$ cat config.mk
export PLATFORM = sky130hd
export DESIGN_NAME = accum_xcel_param_flat
export DESIGN_NICKNAME = d
export VERILOG_FILES = /design/src/rtl/accum_xcel_param_if.sv /design/src/rtl/accum_xcel_param.sv /design/src/flat_wrapper.sv
export SDC_FILE = /design/constraint.sdc
export NUM_CORES = 1
export LEC_CHECK = 0
export CELL_PAD_IN_SITES_DETAIL_PLACEMENT = 1
export CELL_PAD_IN_SITES_GLOBAL_PLACEMENT = 1
export CORE_MARGIN = 2
export CORE_UTILIZATION = 43
export CTS_BUF_LIST = sky130_fd_sc_hd__clkbuf_16
export CTS_CLUSTER_SIZE = 8
export DETAILED_ROUTE_END_ITERATION = 8
export MAX_ROUTING_LAYER = met4
export PLACE_DENSITY = 0.93
export SYNTH_ARGS = -nofsm -noshare
export SYNTH_HDL_FRONTEND = slang
export SYNTH_SLANG_ARGS = --single-unit
$ cat constraint.sdc
create_clock -name clk -period 4.9 [get_ports clk]
set_clock_uncertainty 0.05 [all_clocks]
set_input_delay 1.225 -clock clk [delete_from_list [all_inputs] [get_ports clk]]
set_output_delay 1.225 -clock clk [all_outputs]
set_load 0.01 [all_outputs]
$ cat src/rtl/accum_xcel_param_if.sv
// Memory request/response channel between the accumulator accelerator and its memory port.
// Requests use valid/ready; responses return in request order and are always accepted.
interface accum_xcel_param_if #(
  parameter int unsigned ADDR_W = 16,
  parameter int unsigned DATA_W = 32
);
  logic              memreq_val;
  logic              memreq_rdy;
  logic [ADDR_W-1:0] memreq_addr;
  logic              memresp_val;
  logic [DATA_W-1:0] memresp_data;

  modport master (
    output memreq_val,
    output memreq_addr,
    input  memreq_rdy,
    input  memresp_val,
    input  memresp_data
  );

  modport slave (
    input  memreq_val,
    input  memreq_addr,
    output memreq_rdy,
    output memresp_val,
    output memresp_data
  );
endinterface

$ cat src/rtl/accum_xcel_param.sv
// Streaming reduction accelerator: fetches size words from base_addr (stride 4) and
// folds them with wrapping sum, saturating sum, unsigned max or unsigned min.
module accum_xcel_param #(
  parameter int unsigned DATA_W       = 32,
  parameter int unsigned ACC_W        = 32,
  parameter int unsigned ADDR_W       = 16,
  parameter int unsigned SIZE_W       = 14,
  parameter int unsigned MAX_INFLIGHT = 2
) (
  input  logic              clk,
  input  logic              rst,
  input  logic              go,
  input  logic [1:0]        mode,
  input  logic [ADDR_W-1:0] base_addr,
  input  logic [SIZE_W-1:0] size,
  output logic              busy,
  output logic              result_val,
  output logic [ACC_W-1:0]  result,
  accum_xcel_param_if.master mem
);

  localparam int unsigned INF_W = $clog2(MAX_INFLIGHT + 1);

  typedef enum logic [1:0] {
    ST_IDLE = 2'd0,
    ST_RUN  = 2'd1,
    ST_DONE = 2'd2
  } state_e;

  state_e            state_q, state_d;
  logic [1:0]        mode_q, mode_d;
  logic [ADDR_W-1:0] base_q, base_d;
  logic [SIZE_W-1:0] size_q, size_d;
  logic [SIZE_W-1:0] issued_q, issued_d;
  logic [SIZE_W-1:0] recvd_q, recvd_d;
  logic [INF_W-1:0]  inflight_q, inflight_d;
  logic [ACC_W-1:0]  acc_q, acc_d;
  logic              busy_q, busy_d;
  logic              result_val_q, result_val_d;
  logic              req_val_q, req_val_d;
  logic [ADDR_W-1:0] req_addr_q, req_addr_d;

  logic              fire_c;
  logic              resp_ok_c;
  logic [ACC_W-1:0]  data_ext_c;
  logic [ACC_W:0]    sum_c;
  logic [ACC_W-1:0]  combined_c;

  // Next-state, datapath and registered-output computation
  always_comb begin
    state_d      = state_q;
    mode_d       = mode_q;
    base_d       = base_q;
    size_d       = size_q;
    issued_d     = issued_q;
    recvd_d      = recvd_q;
    inflight_d   = inflight_q;
    acc_d        = acc_q;

    fire_c     = req_val_q & mem.memreq_rdy;
    resp_ok_c  = mem.memresp_val && (state_q == ST_RUN) && (inflight_q != '0);
    data_ext_c = ACC_W'(mem.memresp_data);
    sum_c      = {1'b0, acc_q} + {1'b0, data_ext_c};

    unique case (mode_q)
      2'd0:    combined_c = sum_c[ACC_W-1:0];
      2'd1:    combined_c = sum_c[ACC_W] ? '1 : sum_c[ACC_W-1:0];
      2'd2:    combined_c = (data_ext_c > acc_q) ? data_ext_c : acc_q;
      default: combined_c = (data_ext_c < acc_q) ? data_ext_c : acc_q;
    endcase

    unique case (state_q)
      ST_IDLE, ST_DONE: begin
        if (go) begin
          state_d    = ST_RUN;
          mode_d     = mode;
          base_d     = base_addr;
          size_d     = size;
          issued_d   = '0;
          recvd_d    = '0;
          inflight_d = '0;
          acc_d      = (mode == 2'd3) ? '1 : '0;
        end
      end
      ST_RUN: begin
        if (fire_c) begin
          issued_d = issued_q + SIZE_W'(1);
        end
        if (resp_ok_c) begin
          recvd_d = recvd_q + SIZE_W'(1);
          acc_d   = combined_c;
        end
        // A simultaneous issue and retire leaves the outstanding count alone
        if (fire_c && !resp_ok_c) begin
          inflight_d = inflight_q + INF_W'(1);
        end else if (!fire_c && resp_ok_c) begin
          inflight_d = inflight_q - INF_W'(1);
        end
        if (recvd_d == size_q) begin
          state_d = ST_DONE;
        end
      end
      default: state_d = ST_IDLE;
    endcase

    busy_d       = (state_d == ST_RUN);
    result_val_d = (state_d == ST_DONE);
    req_val_d    = (state_d == ST_RUN) && (issued_d < size_d) &&
                   (inflight_d < INF_W'(MAX_INFLIGHT));
    // Address only advances on a fire, so it holds while the memory stalls
    req_addr_d   = base_d + ADDR_W'({issued_d, 2'b00});
  end

  always_ff @(posedge clk or negedge rst) begin
    if (!rst) begin
      state_q      <= ST_IDLE;
      mode_q       <= '0;
      base_q       <= '0;
      size_q       <= '0;
      issued_q     <= '0;
      recvd_q      <= '0;
      inflight_q   <= '0;
      acc_q        <= '0;
      busy_q       <= 1'b0;
      result_val_q <= 1'b0;
      req_val_q    <= 1'b0;
      req_addr_q   <= '0;
    end else begin
      state_q      <= state_d;
      mode_q       <= mode_d;
      base_q       <= base_d;
      size_q       <= size_d;
      issued_q     <= issued_d;
      recvd_q      <= recvd_d;
      inflight_q   <= inflight_d;
      acc_q        <= acc_d;
      busy_q       <= busy_d;
      result_val_q <= result_val_d;
      req_val_q    <= req_val_d;
      req_addr_q   <= req_addr_d;
    end
  end

  assign busy            = busy_q;
  assign result_val      = result_val_q;
  assign result          = acc_q;
  assign mem.memreq_val  = req_val_q;
  assign mem.memreq_addr = req_addr_q;

endmodule

$ cat src/flat_wrapper.sv
// flat-port wrapper written by rule: the top's interface ports become plain ports
module accum_xcel_param_flat 
#(
  parameter int unsigned DATA_W       = 32,
  parameter int unsigned ACC_W        = 32,
  parameter int unsigned ADDR_W       = 16,
  parameter int unsigned SIZE_W       = 14,
  parameter int unsigned MAX_INFLIGHT = 2
)
  (clk, rst, go, mode, base_addr, size, busy, result_val, result, mem_memreq_val, mem_memreq_addr, mem_memreq_rdy, mem_memresp_val, mem_memresp_data);
  accum_xcel_param_if #(.ADDR_W(ADDR_W), .DATA_W(DATA_W)) mem_i ();
  input  logic clk;
  input  logic rst;
  input  logic go;
  input  logic [1:0] mode;
  input  logic [ADDR_W-1:0] base_addr;
  input  logic [SIZE_W-1:0] size;
  output logic busy;
  output logic result_val;
  output logic [ACC_W-1:0] result;
  output wire logic [$bits(mem_i.memreq_val)-1:0] mem_memreq_val;
  output wire logic [$bits(mem_i.memreq_addr)-1:0] mem_memreq_addr;
  input wire logic [$bits(mem_i.memreq_rdy)-1:0] mem_memreq_rdy;
  input wire logic [$bits(mem_i.memresp_val)-1:0] mem_memresp_val;
  input wire logic [$bits(mem_i.memresp_data)-1:0] mem_memresp_data;
  assign mem_memreq_val = mem_i.memreq_val;
  assign mem_memreq_addr = mem_i.memreq_addr;
  assign mem_i.memreq_rdy = mem_memreq_rdy;
  assign mem_i.memresp_val = mem_memresp_val;
  assign mem_i.memresp_data = mem_memresp_data;
  accum_xcel_param #(.DATA_W(DATA_W), .ACC_W(ACC_W), .ADDR_W(ADDR_W), .SIZE_W(SIZE_W), .MAX_INFLIGHT(MAX_INFLIGHT)) u_core (.clk(clk), .rst(rst), .go(go), .mode(mode), .base_addr(base_addr), .size(size), .busy(busy), .result_val(result_val), .result(result), .mem(mem_i));
endmodule
# Yosys cells after proc, flatten, opt, wreduce, memory -nomap -nowiden
# Cells that the tools add are included.
# W data, S select, Z words.
# word_totals
ff_bits,115
latch_bits,0
mem_bits_rw,0
mem_bits_ro,0
in_bits,69
out_inout_bits,51
word_cells,77
n_memories,0
# op_classes
add_sub_neg,6
multipliers,0
div,0
order_cmp,4
n_eq_ne,12
shift,0
mux,26
bitwise,1
reduce_logical,16
# op_table
cell,count
$mux W32,6
$mux W14,7
$pmux W32 S3,1
$pmux W32 S2,1
$pmux W14 S2,2
$add A32 B32 Y33,1
$gt A32 B32 Y1,1
$lt A32 B32 Y1,1
$mux W16,2
$add A14 B1 Y14 const B,2
$add A16 B16 Y16,1
$eq A14 B14 Y1,1
$lt A14 B14 Y1,1
$mux W2,5
$eq A2 B2 Y1 const B,4
$pmux W2 S2,2
$eq A2 B1 Y1 const B,3
$logic_and A1 B1 Y1,6
$ne A5 B5 Y1 const B,1
$reduce_and A5 Y1,1
$logic_not A2 Y1,2
$reduce_and A2 Y1,2
$reduce_bool A2 Y1,2
$ne A3 B3 Y1 const B,1
other kinds (8),9

# Longest topological paths before layout
# Gate-level depths: netlist of run 1.
# depth
ltp_word,11
ltp_mapped,19
mapped_depth_nobuf,16

# Least setup slack after synthesis of run 1
# OpenSTA, ideal clock, no wires.
# synth_timing
kind,in2reg
startpoint,input port go
endpoint,"register u_core.req_addr_q[15], in the netlist u_core.mem.memreq_addr[15]"
setup_ns,0.080
arrival_ns,4.823
required_time_ns,4.770
path_slack_ns,-0.052
path_stages,15
n_path_buf,2
path_cell_list,nor2b_1 -> buf_1 -> clkbuf_1 -> mux2i_1 -> inv_1 -> ha_1 -> a211oi_1 -> o21bai_1 -> a21o_1 -> maj3_2 -> a2111oi_4 -> nor3_1 -> or3_1 -> a21oi_2 -> xnor2_1
# synth_via
elab_chain_cells,3
elab_cells_between_ends,5
classes_between,add/sub (1); mux (4)
# synth_rtl
item,line_no,rtl
start: declaration,flat_wrapper.sv:14,input logic go;
$mux W16,accum_xcel_param.sv:74,if (go) begin
$mux W16,accum_xcel_param.sv:72,unique case (state_q)
named net u_core.base_d[3],accum_xcel_param.sv:32,"logic [ADDR_W-1:0] base_q, base_d;"
$add A16 B16 Y16,accum_xcel_param.sv:111,"req_addr_d = base_d + ADDR_W'({issued_d, 2'b00});"
named net u_core.req_addr_d[15],accum_xcel_param.sv:41,"logic [ADDR_W-1:0] req_addr_q, req_addr_d;"
end signal: assignment,accum_xcel_param.sv:140,req_addr_q <= req_addr_d;
end: declaration,accum_xcel_param.sv:41,
# The timed path passes the listed nets, and every way through them passes these cells.
# A chain may end at the register's enable or synchronous reset.

# Final worst setup path of run 1
# layout_timing
startpoint,input port mem_memreq_rdy
endpoint,"register u_core.req_addr_q[15], in the netlist u_core.mem.memreq_addr[15]"
# layout_via
elab_chain_cells,4
# layout_rtl
item,line_no,rtl
start: declaration,flat_wrapper.sv:23,input wire logic [$bits(mem_i.memreq_rdy)-1:0] mem_memreq_rdy;
$and A1 B1 Y1,accum_xcel_param.sv:60,fire_c = req_val_q & mem.memreq_rdy;
$mux W14,accum_xcel_param.sv:86,if (fire_c) begin
$pmux W14 S2,accum_xcel_param.sv:72,
named net u_core.issued_d[2],accum_xcel_param.sv:34,"logic [SIZE_W-1:0] issued_q, issued_d;"
$add A16 B16 Y16,accum_xcel_param.sv:111,
named net u_core.req_addr_d[15],accum_xcel_param.sv:41,
# The timed path passes the listed nets, and every way through them passes these cells.

==> results of run 1 <==
## registers in the layout, summed over array words and instances (netlist names)
name                    cells
u_core.base_q              16
u_core.result_val           1
u_core.recvd_q             14
u_core.mem.memreq_val       1
u_core.state_q              2
u_core.mode_q               2
u_core.inflight_q           2
u_core.mem.memreq_addr     14
u_core.issued_q            14
u_core.busy                 1
u_core.size_q              14
u_core.result              32
## per-stage QoR
stage	instances	worst slack, ps	setup TNS [ps]	hold slack, ps	cell area [um2]
2_1_floorplan	1024	124	0	396	8790
3_3_place_gp	1414	59.9	0	410	10500
3_5_place_dp	1414	-90.2	-90.2	422	10500
4_1_cts	1446	223	0	435	11100
5_1_grt	1446	33.1	0	461	11100
6_report	1446	206	0	425	11100
## critical path, delay by kind of cell
family	cells	cell delay (ps)
buffers and inverters	1	550
adders and majority gates	2	670
and+or+nand+nor	5	910
AOI/OAI and AO/OA	6	1400
xor gates and xnor gates	2	250
## cell type report
| type | count | area, um2 |
|---|---|---|
| fill | 2389 | 9110 |
| timing repair buffer | 162 | 1520 |
| clock buffer | 17 | 425 |
| sequential | 113 | 2830 |
| clock inverter | 15 | 159 |
| multi-input combinational | 781 | 5460 |
| inverter | 88 | 330 |
| tap | 270 | 338 |
## layout by cell type, fill, tap and decap left out, drive strengths merged, types with 6 or more instances in the layout
master         count
dfrtp            113
a31oi              6
o221ai            17
or3                9
xor2              20
nand3             29
or2               10
and3              20
clkbuf            17
clkdlybuf4s50    118
buf               44
nor2b             15
a21o              12
mux2i             23
and2               6
o211ai            11
nor2              89
clkinv             8
nor4               7
ha                97
nor3              17
o21ai             54
o31ai             15
nand2b            14
inv               92
nand2             93
a21oi             70
nand4             16
xnor2             46
a211oi            18
o21a               7
## layer usage
metal	up-vias	wire length (um)	GRT usage [%]
met2	264	15400	51.2
li1	3901	-	-
met4	0	919	11.5
met3	73	1280	4.38
met5	-	0	-
met1	4220	11800	31.9
## worst paths after layout
check	start	endpoint	cells past startpoint
setup reg to reg	u_core.state_q[0]$_DFF_PN0_	u_core.mem.memreq_addr[15]$_DFF_PN0_	15
hold reg to reg	u_core.base_q[1]$_DFFE_PN0P_	u_core.base_q[1]$_DFFE_PN0P_	2
hold / removal	u_core.base_q[1]$_DFFE_PN0P_	u_core.base_q[1]$_DFFE_PN0P_	2
min in group asynchronous	rst	u_core.result[26]$_DFFE_PN0P_	1
max in group asynchronous	rst	u_core.mode_q[1]$_DFFE_PN0P_	2
setup / recovery	mem_memreq_rdy	u_core.mem.memreq_addr[15]$_DFF_PN0_	16
## power breakdown
part	total [W]	switching [W]	leakage [nW]	internal, W
clock	0.00127	0.000517	0.287	0.000753
combinational	0.00462	0.00263	3.45	0.00199
sequential	0.00166	0.000348	1.38	0.00131
## cells by family after synthesis
family                   count (synthesis)  synth area share (%)
AO/OA/AOI/OAI                          252                  19.3
AND/OR/NAND/NOR                        339                  18.9
adder cells (fa/ha/maj)                100                  14.4
flip-flops                             113                  32.2
buffers and inverters                  130                  5.87
XOR/XNOR                                66                  6.58
multiplexers                            24                  2.75
==> flow_metrics.py, run 1 <==
metrics = {
    "clocking": {
        "cts_sinks": 113,
        "cts_max_level": 4,
        "worstSkewPairLatency_ps": 440,
        "path_clk_slew_ps": 60,
        "hold_buffers": 0,
        "clk_path_buf_depth": 2,
        "cts_setup_buffers": 0,
        "cts_tree": "built",
        "numCtsBuffers": 17,
        "cts-root-buf": "clkbuf_16",
        "cts-resized-gates": 0,
    },
    "routing": {
        "postRouteAntennaNets": 0,
        "viasPerCell": 5.85,
        "vias": 8458,
        "drc": 0,
        "drtPass1Iterations": 6,
        "drt_wl_total_um": 29400,
        "routedWlPerCell_um": 20.3,
        "drt_iter0_drc": 350,
    },
    "synthesis": {
        "ys_seq_elements": 113,
        "synth_flop_cell": "dfrtp_1",
        "ys_warn_count": 0,
        "syn_avg_cell_area_um2": 8.58,
        "synth_area_leader_cell": "dfrtp_1",
        "synth_top_cell_area_share_pct": 32.2,
        "synth_edf_count": 0,
        "synthTopCellsByCount": "dfrtp_1 (113), ha_1 (97), nand2_1 (92)",
        "async_flop_share_pct": 100,
        "synthDistinctLibCells": 72,
        "synthCells": 1024,
        "syn-cell-area_um2": 8790,
        "yosysMostFrequentCell": "dfrtp_1",
        "syn_nets": 1192,
        "synthTopCellsByArea": "dfrtp_1 (32%), ha_1 (14%), xnor2_1 (4.6%)",
        "yosysSeqAreaShare_pct": 32.2,
    },
    "global_route": {
        "grt_start_max_net_pins": 54,
        "grt_usage_pct": 28.5,
        "grt_pass1_wl_um": 47500,
        "grt_antenna_before_repair": 0,
        "grt_pass1_vias": 9118,
        "overflow": 0,
    },
    "sta": {
        "setup_viol": 0,
        "rsz0062_at_grt": "no",
        "hold_viol": 0,
        "relSlewSlack_pct": 46.7,
        "fin_crit_ps": 4690,
        "worst_slew_pin_slew_ps": 798,
        "max_freq_mhz": 213,
        "slew_violations": 0,
        "post-route-period-util_pct": 95.8,
    },
    "pwr": {
        "power.total_w": 0.00755,
        "max-vdd-ir-drop_v": 0.000337,
        "leakage_nw": 5.12,
        "power.density_nw_per_um2": 683,
    },
    "cells_and_area": {
        "fin_util_pct": 54.8,
        "nets": 1331,
        "antennaDiodeCount": 0,
        "drive_gt1_share_pct": 8.67,
        "syn_to_final_growth_pct": 25.9,
    },
    "setup_path": {
        "crit_arrival_ps": 5000,
        "critPathLaunchType": "input port",
        "worstPathRequired_ps": 5210,
        "crit_chain": "clkdlybuf4s50_1 -> nand2_1 -> nor2_1 -> nand2_1 -> xnor2_1 -> a22o_1 -> ha_1 -> o21ai_0 -> o21bai_1 -> a21o_1 -> maj3_2 -> a2111oi_4 -> nor3_1 -> or3_1 -> a21oi_2 -> xnor2_1",
        "cp-end-kind": "flop",
        "cp_max_fo": 3,
        "crit_type": "input port to flop",
        "rrSetupSlack_ps": 1040,
        "slowest_delay_ps": 550,
        "cp_slowest_cell": "clkdlybuf4s50_1",
    },
    "die": {
        "start_util_pct": 43.6,
        "die-width_um": 147,
        "die_h_um": 147,
        "die_area_um2": 21600,
        "row_count": 52,
        "coreArea_um2": 20200,
        "ios": 120,
    },
    "placed_design": {
        "hpwl_um": 21100,
        "gp_congestion": 0.922,
        "port_buffers": 119,
    },
    "worst_hold_path": {
        "hold_class": "flop to flop",
    },
    "run_status": {
        "status": "finished clean",
    },
    "job": {
        "drv_cap": 0,
    },
}
Note: power is estimated with default switching activity, not from simulation.
==> inputs of run 2 (changes only) <==
--- a/config.mk
+++ b/config.mk
@@ -7,6 +7,7 @@
 export LEC_CHECK = 0
 export CELL_PAD_IN_SITES_DETAIL_PLACEMENT = 1
 export CELL_PAD_IN_SITES_GLOBAL_PLACEMENT = 1
+export CORE_ASPECT_RATIO = 1.4
 export CORE_MARGIN = 2
 export CORE_UTILIZATION = 43
 export CTS_BUF_LIST = sky130_fd_sc_hd__clkbuf_16
==> run 2 against run 1 <==
  * Routed wire length rose by 0.96%
  * Global-route usage fell by 0.13 points
  * Clock power barely moved
  * Critical endpoint unchanged
  * Critical path depth did not move
  * Largest cell class unchanged
  * Sequential share of layout area barely moved
  * Final cell count fell by 1.0%
  * Sequential cell count did not move
  * Sequential power barely moved
  * Largest power group unchanged
  * Via count fell by 0.96%
  * Hold slack got worse by 0.54 ps
==> flow_metrics.py, run 2 (synthesis gave the netlist of run 1 again) <==
metrics = {
    "run_status": {
        "status": "finished clean",
    },
    "die": {
        "die-width_um": 125,
        "die_h_um": 173,
        "start_util_pct": 44.1,
        "row_count": 61,
        "ios": 120,
        "coreArea_um2": 19900,
        "die_area_um2": 21600,
    },
    "cells_and_area": {
        "drive_gt1_share_pct": 8.99,
        "final_common_cell": "clkdlybuf4s50_1",
        "antennaDiodeCount": 0,
        "layout_common_cells": "clkdlybuf4s50_1 (118), dfrtp_1 (113), ha_1 (97), nand2_1 (92), nor2_1 (89)",
        "syn_to_final_growth_pct": 26.1,
        "fin_util_pct": 55.6,
        "ff_latch_area_um2": 2830,
        "multi_input_area_um2": 5460,
        "fillCellCount": 2302,
        "largest_reg_flops": 32,
        "fin_area_um2": 11100,
        "nets": 1334,
    },
    "sta": {
        "setup_viol": 0,
        "slew_violations": 0,
        "holdWs_ps": 425,
        "post-route-period-util_pct": 95.7,
        "hold_viol": 0,
        "relSlewSlack_pct": 34.4,
        "fin_crit_ps": 4690,
        "worst_slew_pin_slew_ps": 984,
        "setup_slack_ps": 212,
        "rsz0062_at_grt": "no",
        "max_freq_mhz": 213,
    },
    "routing": {
        "drc": 0,
        "vias": 8377,
        "routedWlPerCell_um": 20.7,
        "postRouteAntennaNets": 0,
        "drt_iter0_drc": 478,
        "viasPerCell": 5.85,
        "drtPass1Iterations": 4,
        "drt_wl_total_um": 29700,
    },
    "pwr": {
        "power.density_nw_per_um2": 682,
        "max-vdd-ir-drop_v": 0.000385,
        "power.total_w": 0.00756,
        "leakage_nw": 5.15,
    },
    "clocking": {
        "cts_max_level": 4,
        "worstSkewPairLatency_ps": 430,
        "cts_sinks": 113,
        "hold_buffers": 0,
        "cts-resized-gates": 0,
        "numCtsBuffers": 17,
        "cts_tree": "built",
        "path_clk_slew_ps": 60,
        "cts-root-buf": "clkbuf_16",
        "clk_path_buf_depth": 2,
        "cts_setup_buffers": 0,
    },
    "global_route": {
        "grt_usage_pct": 28.4,
        "grt_start_max_net_pins": 68,
        "grt_pass1_wl_um": 48100,
        "grt_pass1_vias": 9257,
        "grt_antenna_before_repair": 0,
        "overflow": 0,
    },
    "setup_path": {
        "worstPathRequired_ps": 5190,
        "cp-end-kind": "flop",
        "crit_type": "input port to flop",
        "critPathLaunchType": "input port",
        "crit_arrival_ps": 4980,
        "cp_max_fo": 3,
    },
    "placed_design": {
        "placed_area_um2": 10500,
        "port_buffers": 119,
        "place_ws_ps": -125,
        "hpwl_um": 21700,
        "gp_congestion": 0.939,
    },
    "job": {
        "drv_cap": 0,
    },
    "worst_hold_path": {
        "hold_class": "flop to flop",
    },
}
run 2: worst paths after layout:
path	from	to	slack [ps]	cells after the start
hold reg to reg	u_core.base_q[0]$_DFFE_PN0P_	u_core.base_q[0]$_DFFE_PN0P_	420	2
hold / removal	u_core.base_q[0]$_DFFE_PN0P_	u_core.base_q[0]$_DFFE_PN0P_	420	2
min in group asynchronous	rst	u_core.issued_q[1]$_DFF_PN0_	910	1
setup / recovery	mem_memreq_rdy	u_core.mem.memreq_addr[15]$_DFF_PN0_	210	16
setup reg to reg	u_core.state_q[0]$_DFF_PN0_	u_core.mem.memreq_addr[15]$_DFF_PN0_	740	16
max in group asynchronous	rst	u_core.base_q[0]$_DFFE_PN0P_	2960	2
run 2: routing by layer:
metal  GRT usage [%]  share of wire [%]  up-vias
met3            4.02                3.0       74
met4            11.5                3.6        0
met2            54.5                 56      224
met5               -                  0        -
met1            28.6                 37     4187
li1                -                  -     3892
run 2: layout make-up:
cell class              instances  area share [%]
repair buffers                165            14.0
clock buffers                  17            3.84
flip-flops and latches        113            25.5
clock inverters                15            1.58
multi-input cells             781            49.3
well taps                     252            2.85
inverters                      88            2.98
run 2: critical path, cell delays in order:
cell,delay (ps)
clkdlybuf4s50_1,530
nand2_1,120
nor2_1,200
nand2_1,70
and2_1,170
inv_1,120
ha_1,270
a211oi_1,260
o21bai_1,160
a21o_1,230
maj3_2,360
a2111oi_4,420
nor3_1,130
or3_1,380
a21oi_2,180
xnor2_1,160
run 2: power breakdown:
group          internal, W  switching, W
sequential         0.00131      0.000352
clock             0.000764      0.000522
combinational      0.00201       0.00260
run 2: through the flow:
| step | setup TNS [ps] | instances |
|---|---|---|
| 4_1_cts | 0 | 1431 |
| 6_report | 0 | 1431 |
| 2_1_floorplan | 0 | 1024 |
| 3_5_place_dp | -125 | 1399 |
| 3_3_place_gp | 0 | 1399 |
| 5_1_grt | 0 | 1431 |
==> inputs of run 3 (changes only) <==
--- a/config.mk
+++ b/config.mk
@@ -8,13 +8,13 @@
 export CELL_PAD_IN_SITES_DETAIL_PLACEMENT = 1
 export CELL_PAD_IN_SITES_GLOBAL_PLACEMENT = 1
 export CORE_ASPECT_RATIO = 1.4
-export CORE_MARGIN = 2
 export CORE_UTILIZATION = 43
 export CTS_BUF_LIST = sky130_fd_sc_hd__clkbuf_16
 export CTS_CLUSTER_SIZE = 8
 export DETAILED_ROUTE_END_ITERATION = 8
 export MAX_ROUTING_LAYER = met4
 export PLACE_DENSITY = 0.93
+export SETUP_SLACK_MARGIN = 0.1
 export SYNTH_ARGS = -nofsm -noshare
 export SYNTH_HDL_FRONTEND = slang
 export SYNTH_SLANG_ARGS = --single-unit
==> run 3 against run 2 <==
  * Core utilization rose by 0.15 points
  * Sequential power is essentially flat
  * Global-route usage increased by 1.8 points
  * Combinational power is essentially flat
  * Sequential share of layout area decreased by 0.069 points
  * Routed wire length is 0.76% lower
  * Register-to-register slack improved by 230 ps
  * Final cell count about the same
  * Final area grew 0.27%
==> flow_metrics.py, run 3 (synthesis gave the netlist of run 1 again) <==
metrics = {
    "routing": {
        "drt_iter0_drc": 476,
        "drc": 0,
        "viasPerCell": 5.81,
        "postRouteAntennaNets": 0,
        "routedWlPerCell_um": 20.6,
        "drt_wl_total_um": 29400,
        "vias": 8314,
        "drtPass1Iterations": 4,
    },
    "cells_and_area": {
        "ff_latch_area_um2": 2830,
        "nets": 1332,
        "layout_common_cells": "clkdlybuf4s50_1 (118), dfrtp_1 (113), ha_1 (97), nand2_1 (92)",
        "fin_area_um2": 11100,
        "fillCellCount": 2339,
        "final_common_cell": "clkdlybuf4s50_1",
        "drive_gt1_share_pct": 9.01,
        "largest_reg_flops": 32,
        "multi_input_area_um2": 5460,
        "syn_to_final_growth_pct": 26.4,
    },
    "clocking": {
        "numCtsBuffers": 17,
        "cts_tree": "built",
        "worstSkewPairLatency_ps": 430,
        "path_clk_slew_ps": 70,
        "cts_sinks": 113,
        "cts-root-buf": "clkbuf_16",
        "cts_max_level": 4,
        "clk_path_buf_depth": 2,
        "cts_setup_buffers": 0,
    },
    "pwr": {
        "max-vdd-ir-drop_v": 0.000324,
        "power.density_nw_per_um2": 688,
        "leakage_nw": 5.15,
    },
    "sta": {
        "hold_viol": 0,
        "max_freq_mhz": 220,
        "rsz0062_at_grt": "no",
        "setup_viol": 0,
        "worst_slew_pin_slew_ps": 806,
        "finalSetupTns_ps": 0,
        "slew_violations": 0,
        "post-route-period-util_pct": 92.8,
        "relSlewSlack_pct": 46.3,
        "fin_crit_ps": 4550,
    },
    "global_route": {
        "grt_usage_pct": 30.2,
        "grt_start_max_net_pins": 52,
        "grt_pass1_wl_um": 47100,
        "grt_pass1_vias": 9268,
        "grt_antenna_before_repair": 1,
        "overflow": 0,
    },
    "run_status": {
        "status": "finished clean",
    },
    "die": {
        "row_count": 61,
        "ios": 120,
        "start_util_pct": 44.1,
        "die_h_um": 171,
        "die_area_um2": 21000,
        "die-width_um": 123,
        "coreArea_um2": 19900,
    },
    "placed_design": {
        "hpwl_um": 20900,
        "port_buffers": 119,
        "placed_area_um2": 10500,
        "gp_congestion": 0.941,
    },
    "setup_path": {
        "cp_slowest_cell": "clkdlybuf4s50_1",
        "crit_chain": "clkdlybuf4s50_1 -> nand2_1 -> nor2_2 -> nand2_1 -> xnor2_1 -> a22o_1 -> ha_1 -> o21ai_0 -> o21bai_1 -> a21o_1 -> maj3_2 -> a2111oi_4 -> nor3_1 -> or3_1 -> a21oi_2 -> xnor2_1",
        "cp_max_fo": 3,
        "worstPathRequired_ps": 5200,
        "slowest_delay_ps": 530,
        "crit_type": "input port to flop",
        "cp-end-kind": "flop",
        "critPathLaunchType": "input port",
        "crit_arrival_ps": 4850,
    },
    "worst_hold_path": {
        "hold_class": "flop to flop",
    },
    "job": {
        "drv_cap": 0,
    },
}
run 3: repair_timing:
action,CTS,global route
hold buffers,0,0
gates resized for setup,0,2
endpoints found under the setup margin,0,1
run 3: critical path: cells and delay by family:
| family | cells | cell delay [ps] |
|---|---|---|
| XOR/XNOR | 2 | 340 |
| adder cells (fa/ha/maj) | 2 | 640 |
| buffers and inverters | 1 | 530 |
| AND/OR/NAND/NOR | 5 | 890 |
| AO/OA/AOI/OAI | 6 | 1220 |
run 3: layout make-up:
| type | instances | area share, % |
|---|---|---|
| Clock buffer | 17 | 3.83 |
| Clock inverter | 15 | 1.78 |
| Tap cell | 252 | 2.84 |
| Antenna cell | 1 | 0.0225 |
| Sequential cell | 113 | 25.5 |
| Multi-Input combinational cell | 781 | 49.2 |
| Inverter | 88 | 2.97 |
| Timing Repair Buffer | 163 | 13.9 |
run 3: where the power goes:
part | leakage (nW) | switching (W) | internal [W]
logic | 3.46 | 0.00261 | 0.00202
clock network | 0.299 | 0.000539 | 0.000817
registers | 1.38 | 0.000347 | 0.00131
run 3: per-layer routing:
metal | global-route usage, % | share of wire [%] | vias up | wire length (um)
met5 | - | 0 | - | 0
met2 | 55.9 | 55 | 197 | 16100
met4 | 15.6 | 4.5 | 0 | 1330
met1 | 30.0 | 37 | 4136 | 11000
li1 | - | - | 3895 | -
met3 | 4.67 | 3.2 | 86 | 941
run 3: per-stage QoR:
stage / util (%) / hold slack, ps / setup WS [ps] / total power [W] / std cells
floorplan: - / 396 / 124 / 0.00449 / 1024
global placement: 52.6 / 409 / 31.4 / 0.00592 / 1397
detailed placement: 52.6 / 417 / -120 / 0.00615 / 1397
CTS: 55.7 / 435 / 223 / 0.00764 / 1429
global route: 55.8 / 469 / 155 / 0.00818 / 1430
finish: 55.8 / 433 / 355 / 0.00765 / 1430
run 3: final timing paths:
| check | cells after the start | from | slack, ps | endpoint |
|---|---|---|---|---|
| min in group asynchronous | 1 | rst | 780 | u_core.mem.memreq_addr[3]$_DFF_PN0_ |
| setup / recovery | 16 | mem_memreq_rdy | 350 | u_core.mem.memreq_addr[15]$_DFF_PN0_ |
| hold reg to reg | 2 | u_core.base_q[14]$_DFF_PN0_ | 430 | u_core.base_q[14]$_DFF_PN0_ |
| hold / removal | 2 | u_core.base_q[14]$_DFF_PN0_ | 430 | u_core.base_q[14]$_DFF_PN0_ |
| max in group asynchronous | 2 | rst | 3080 | u_core.issued_q[11]$_DFF_PN0_ |
| setup reg to reg | 16 | u_core.state_q[0]$_DFF_PN0_ | 970 | u_core.mem.memreq_addr[15]$_DFF_PN0_ |
